[src/rtl/bram_port_arbiter.sv]
// bram_port_arbiter: shares one BRAM port among NumReq valid/ready requesters.
// Round-robin grant, optional burst lock, 1-cycle read/write response routing
// and a saturating contention counter.
//
// state     | meaning
// ST_RR     | round-robin search starting at ptr_q among valid requesters
// ST_LOCKED | grant pinned to owner_q until it sends a beat with lock=0
module bram_port_arbiter #(
  parameter int NumReq        = 4,
  parameter int DataWidth     = 16,
  parameter int Depth         = 1024,
  parameter int AddrWidth     = $clog2(Depth + 1),
  parameter int StallCntWidth = 16
) (
  input  logic                           clk_i,
  input  logic                           rst_i,
  input  logic [NumReq-1:0]              req_valid_i,
  output logic [NumReq-1:0]              req_ready_o,
  input  logic [NumReq-1:0]              req_write_en_i,
  input  logic [NumReq-1:0]              req_lock_i,
  input  logic [NumReq*AddrWidth-1:0]    req_addr_i,
  input  logic [NumReq*DataWidth-1:0]    req_data_i,
  output logic [NumReq-1:0]              rsp_valid_o,
  output logic [DataWidth-1:0]           rsp_data_o,
  output logic                           mem_write_en_o,
  output logic [AddrWidth-1:0]           mem_addr_o,
  output logic [DataWidth-1:0]           mem_data_o,
  input  logic [DataWidth-1:0]           mem_data_i,
  output logic [StallCntWidth-1:0]       stall_count_o,
  input  logic                           assert_on_i
);

  localparam int PtrW = $clog2(NumReq);

  typedef enum logic {
    ST_RR,
    ST_LOCKED
  } state_t;

  state_t                   state_q, state_d;
  logic [PtrW-1:0]          ptr_q, ptr_d;
  logic [PtrW-1:0]          owner_q, owner_d;
  logic [NumReq-1:0]        rsp_valid_q, rsp_valid_d;
  logic [StallCntWidth-1:0] stall_q, stall_d;

  logic [PtrW-1:0]          hi_idx, lo_idx, grant_idx;
  logic                     hi_hit, lo_hit, grant_hit;
  logic                     accept;
  logic                     contend;

  // Round-robin candidates: lowest valid index at/above ptr_q, else lowest overall.
  always_comb begin
    hi_idx = '0;
    hi_hit = 1'b0;
    lo_idx = '0;
    lo_hit = 1'b0;
    for (int k = NumReq - 1; k >= 0; k--) begin
      if (req_valid_i[k]) begin
        lo_idx = PtrW'(k);
        lo_hit = 1'b1;
        if (k >= int'(ptr_q)) begin
          hi_idx = PtrW'(k);
          hi_hit = 1'b1;
        end
      end
    end
  end

  // Grant selection, next-state, memory port drive and stall accounting.
  always_comb begin
    state_d   = state_q;
    ptr_d     = ptr_q;
    owner_d   = owner_q;
    grant_idx = hi_hit ? hi_idx : lo_idx;
    grant_hit = hi_hit | lo_hit;

    // A locked owner that goes idle leaves the port idle; others just wait.
    if (state_q == ST_LOCKED) begin
      grant_idx = owner_q;
      grant_hit = req_valid_i[owner_q];
    end

    accept                 = grant_hit & ~rst_i;
    req_ready_o            = '0;
    req_ready_o[grant_idx] = accept;

    if (accept) begin
      if (req_lock_i[grant_idx]) begin
        state_d = ST_LOCKED;
        owner_d = grant_idx;
      end else begin
        state_d = ST_RR;
        ptr_d   = (int'(grant_idx) == NumReq - 1) ? '0 : grant_idx + 1'b1;
      end
    end

    mem_write_en_o = accept & req_write_en_i[grant_idx];
    mem_addr_o     = accept ? req_addr_i[grant_idx*AddrWidth +: AddrWidth] : '0;
    mem_data_o     = accept ? req_data_i[grant_idx*DataWidth +: DataWidth] : '0;

    rsp_valid_d = req_ready_o;

    contend = |(req_valid_i & ~req_ready_o);
    stall_d = (contend && !(&stall_q)) ? stall_q + 1'b1 : stall_q;
  end

  // State registers with synchronous reset.
  always_ff @(posedge clk_i) begin
    if (rst_i) begin
      state_q     <= ST_RR;
      ptr_q       <= '0;
      owner_q     <= '0;
      rsp_valid_q <= '0;
      stall_q     <= '0;
    end else begin
      state_q     <= state_d;
      ptr_q       <= ptr_d;
      owner_q     <= owner_d;
      rsp_valid_q <= rsp_valid_d;
      stall_q     <= stall_d;
    end
  end

  // The response strobe is masked during reset so a read in flight at the
  // reset edge never reaches its requester.
  assign rsp_valid_o   = rsp_valid_q & ~{NumReq{rst_i}};
  assign rsp_data_o    = mem_data_i;
  assign stall_count_o = stall_q;

  // Protocol sanity checks, enabled at run time.
  always_ff @(posedge clk_i) begin
    if (assert_on_i && !rst_i) begin
      assert ($onehot0(req_ready_o)) else $error("req_ready_o not one-hot");
      assert ($onehot0(rsp_valid_o)) else $error("rsp_valid_o not one-hot");
      assert (!accept || (int'(mem_addr_o) < Depth)) else $error("address out of range");
    end
  end

endmodule

[config.mk]
export PLATFORM = sky130hd
export DESIGN_NAME = bram_port_arbiter
export DESIGN_NICKNAME = d
export VERILOG_FILES = /design/src/rtl/bram_port_arbiter.sv
export SDC_FILE = /design/constraint.sdc
export NUM_CORES = 1
export LEC_CHECK = 0
export BUFFER_PORTS_ARGS = -buffer_cell sky130_fd_sc_hd__buf_4
export CAP_MARGIN = 30
export CORE_UTILIZATION = 37
export CTS_CLUSTER_SIZE = 8
export DETAILED_ROUTE_END_ITERATION = 16
export PLACE_DENSITY_LB_ADDON = 0.3
export SYNTH_ARGS = -nofsm -noshare
export SYNTH_HDL_FRONTEND = slang
export SYNTH_SLANG_ARGS = --single-unit
[constraint.sdc]
create_clock -name clk_i -period 2.7 [get_ports clk_i]
set_input_delay 0.405 -clock clk_i [delete_from_list [all_inputs] [get_ports clk_i]]
set_output_delay 0.405 -clock clk_i [all_outputs]
set_load 0.05 [all_outputs]
==> flow_summary.yaml <==
timing:
  grt_setup_unrepaired: "true"
  fin_tns_setup_ns: -3.24
  max_freq_ghz: 0.344
  min_period_ns: 2.91
  setup_ws_ns: -0.210
  skew_ns: 0.00583
  setup_viol: 34
  tightest_slew_ns: 0.402
  finalHoldWorstSlack_ns: 0.523
  period_share_pct: 108
  slew_violations: 0
  hold_violations: 0
  max_slew_margin_pct: 73.0
grt:
  grt_pass1_wl_um: 15600
  grt_overflow: 0
  grt_pass1_vias: 3188
  grt_max_degree: 30
  track_usage_pct: 26.9
  antenna_found_initial: 0
critical_path:
  crit_slowest_cell: "mux4_2"
  r2r_cells: 12
  crit_type: "reg2out"
  crit_buf_inv: 5
  required_ns: 2.30
  cp.arrival_ns: 2.50
  crit_path_cell_trace: "buf_6 -> a41o_1 -> o31ai_4 -> buf_6 -> buf_12 -> buf_16 -> mux4_2 -> and2_4 -> buf_8"
  r2r_start: "ptr_q[1]"
  crit_path_start_kind: "flop"
  crit_path_max_fanout: 6
  cp_top_family: "buffers and inverters"
  r2r_slack_ns: -0.05
  endpoint_kind: "primary output"
  timing.rr.end: "stall_count_o[8]"
  crit_top_cell: "buf_6"
  critical-path-max-stage-delay_ns: 0.50
cts:
  clk_pin_slew_ns: 0.10
  cts_made_buffers: 3
  insertion_delay_ns: 0.28
  cts_max_level: 1
  clockBufferDepth: 2
  cts-root-buf: "clkbuf_8"
  cts_hold_buf: 0
  cts_sinks: 25
  tritoncts: "built"
cells_and_area:
  final_cell_mix: "buf_4 (164), mux4_2 (29), and2_4 (29)"
  layout_commonest_cell: "buf_4"
  fin_util_pct: 71.3
  finalNetCount: 615
  drive_gt1_share_pct: 67.9
  fillCellCount: 532
  antennaDiodeCount: 0
  syn_to_final_growth_pct: 83.2
place:
  portBuffers: 173
  gp_congestion: 0.871
  dp_hpwl_um: 7590
yosys:
  synth-edff-count: 0
  synth_ff_type: "dfxtp_1"
  synthCells: 285
  syn_area_um2: 2690
  avgSynthCellArea_um2: 9.43
  synth.distinct_cells: 54
  yosysSeqAreaShare_pct: 18.6
  mappedNetlistNets: 426
  yosys_warnings: 0
  async_reset_ff_share_pct: 0
  ys_seq_elements: 25
floorplanning:
  die_h_um: 87.2
  start_util_pct: 38.9
  row_count: 30
  die_w_um: 87.2
  fp.dieArea_um2: 7610
  io_pins: 207
  core_area_um2: 6910
power_and_ir_drop:
  powerDensity_nw_per_um2: 796
  leakage_uw: 0.00219
  ir_drop_mv: 0.503
min_path:
  whs_path_depth: 2
  hold_path_end: "stall_count_o[1]"
  min_from: "stall_count_o[1]"
  min_path_type: "reg2reg"
route:
  wirelength_um: 10500
  drt-initial-drc-count: 142
  ant_nets: 0
  vias_per_cell: 5.50
  wire_per_inst_um: 18.5
  vias: 3128
  drc: 0
  first_pass_iters: 6
run_status:
  outcome: "finished with violations"
  violations: "setup timing"
flow_run:
  maxCapViolCount: 0
==> where the power goes <==
part	switching [uW]	total, uW	internal, uW
clock	132	238	106
combinational	1500	3220	1720
sequential	43.0	463	420
==> flip-flops by register name (all words and copies together), names as in the netlist <==
name,flops
owner_q,2
ptr_q,2
state_q,1
stall_count_o,16
rsp_valid_q,4
==> synth_stat cells (all sizes together) (3+ instances only) <==
library cell	count	area, um^2
mux2i	3	30.0
nand2b	3	18.8
mux2	10	131
nand3	11	55.1
mux4	29	653
a211o	3	26.3
o2bb2ai	5	75.1
or3	5	31.3
buf	26	175
clkbuf	6	22.5
and2	30	188
o21ai	7	38.8
a31o	3	26.3
nor2b	15	93.8
nor3	7	35.0
o211ai	4	30.0
nand2	20	75.1
dfxtp	25	500
inv	7	26.3
o31a	3	27.5
and3	6	37.5
nor2	24	114
a21oi	7	35.0
o22ai	4	31.3
==> final cells by class <==
cell class / instances / area (um^2) / area share, %
sequential: 25 / 503 / 10.2
clock buffer: 4 / 45.0 / 0.915
inverter: 7 / 36.3 / 0.737
tap: 96 / 120 / 2.44
multi-input combinational: 223 / 2210 / 44.8
timing repair buffer: 214 / 2010 / 40.9
==> stage by stage <==
step | setup slack (ns) | std cells | total power (uW) | cell area, um^2
floorplan | -0.143 | 285 | 2130 | 2710
global placement | -0.104 | 546 | 2760 | 4170
detailed placement | -0.149 | 546 | 2790 | 4170
CTS | -0.177 | 562 | 3760 | 4690
global route | -0.261 | 569 | 4110 | 4920
finish | -0.210 | 569 | 3920 | 4920
==> worst reg2reg max path: cells and delay by family, from the launching register on <==
family | cells | cell delay (ns)
simple gates | 1 | 0.32
compound gates | 4 | 1.01
mux | 1 | 0.29
buf+inv | 6 | 0.67
flops | 1 | 0.35
==> timing repair <==
item	4_1_cts	5_1_grt
setup buffers	9	6
pin swaps	24	16
gates cloned	3	4
endpoints found under the setup margin	41	42
resized for setup	97	40
==> logic make-up (layout without fill, tap and decap cells) <==
family,after synthesis,after routing,share of synthesized area [%]
AO/OA/AOI/OAI,48,48,15.2
multiplexers,42,42,30.3
flip-flops,25,25,18.6
buffers and inverters,39,225,8.33
adder cells (fa/ha/maj),2,2,0.931
AND/OR/NAND/NOR,129,131,26.6
==> per-layer routing <==
metal,part of all wire [%],global-route usage [%],vias to the layer above
met4,3.6,10.4,0
met5,0,0,-
met1,39,30.6,1514
met3,6.8,6.45,38
li1,-,-,1445
met2,51,48.7,131
==> how the worst max path moves through the flow <==
stage	slack, ns	depth (start not counted)	from	to
2_1_floorplan	-0.14	7	req_valid_i[1]	mem_addr_o[0]
3_3_place_gp	-0.10	12	req_valid_i[1]	stall_count_o[13]
3_5_place_dp	-0.15	12	req_valid_i[1]	stall_count_o[13]
4_1_cts	-0.18	9	ptr_q[1]	mem_addr_o[0]
5_1_grt	-0.26	10	ptr_q[1]	mem_addr_o[0]
6_report	-0.21	9	ptr_q[1]	mem_addr_o[0]
Power figures use the tool's default switching activity.
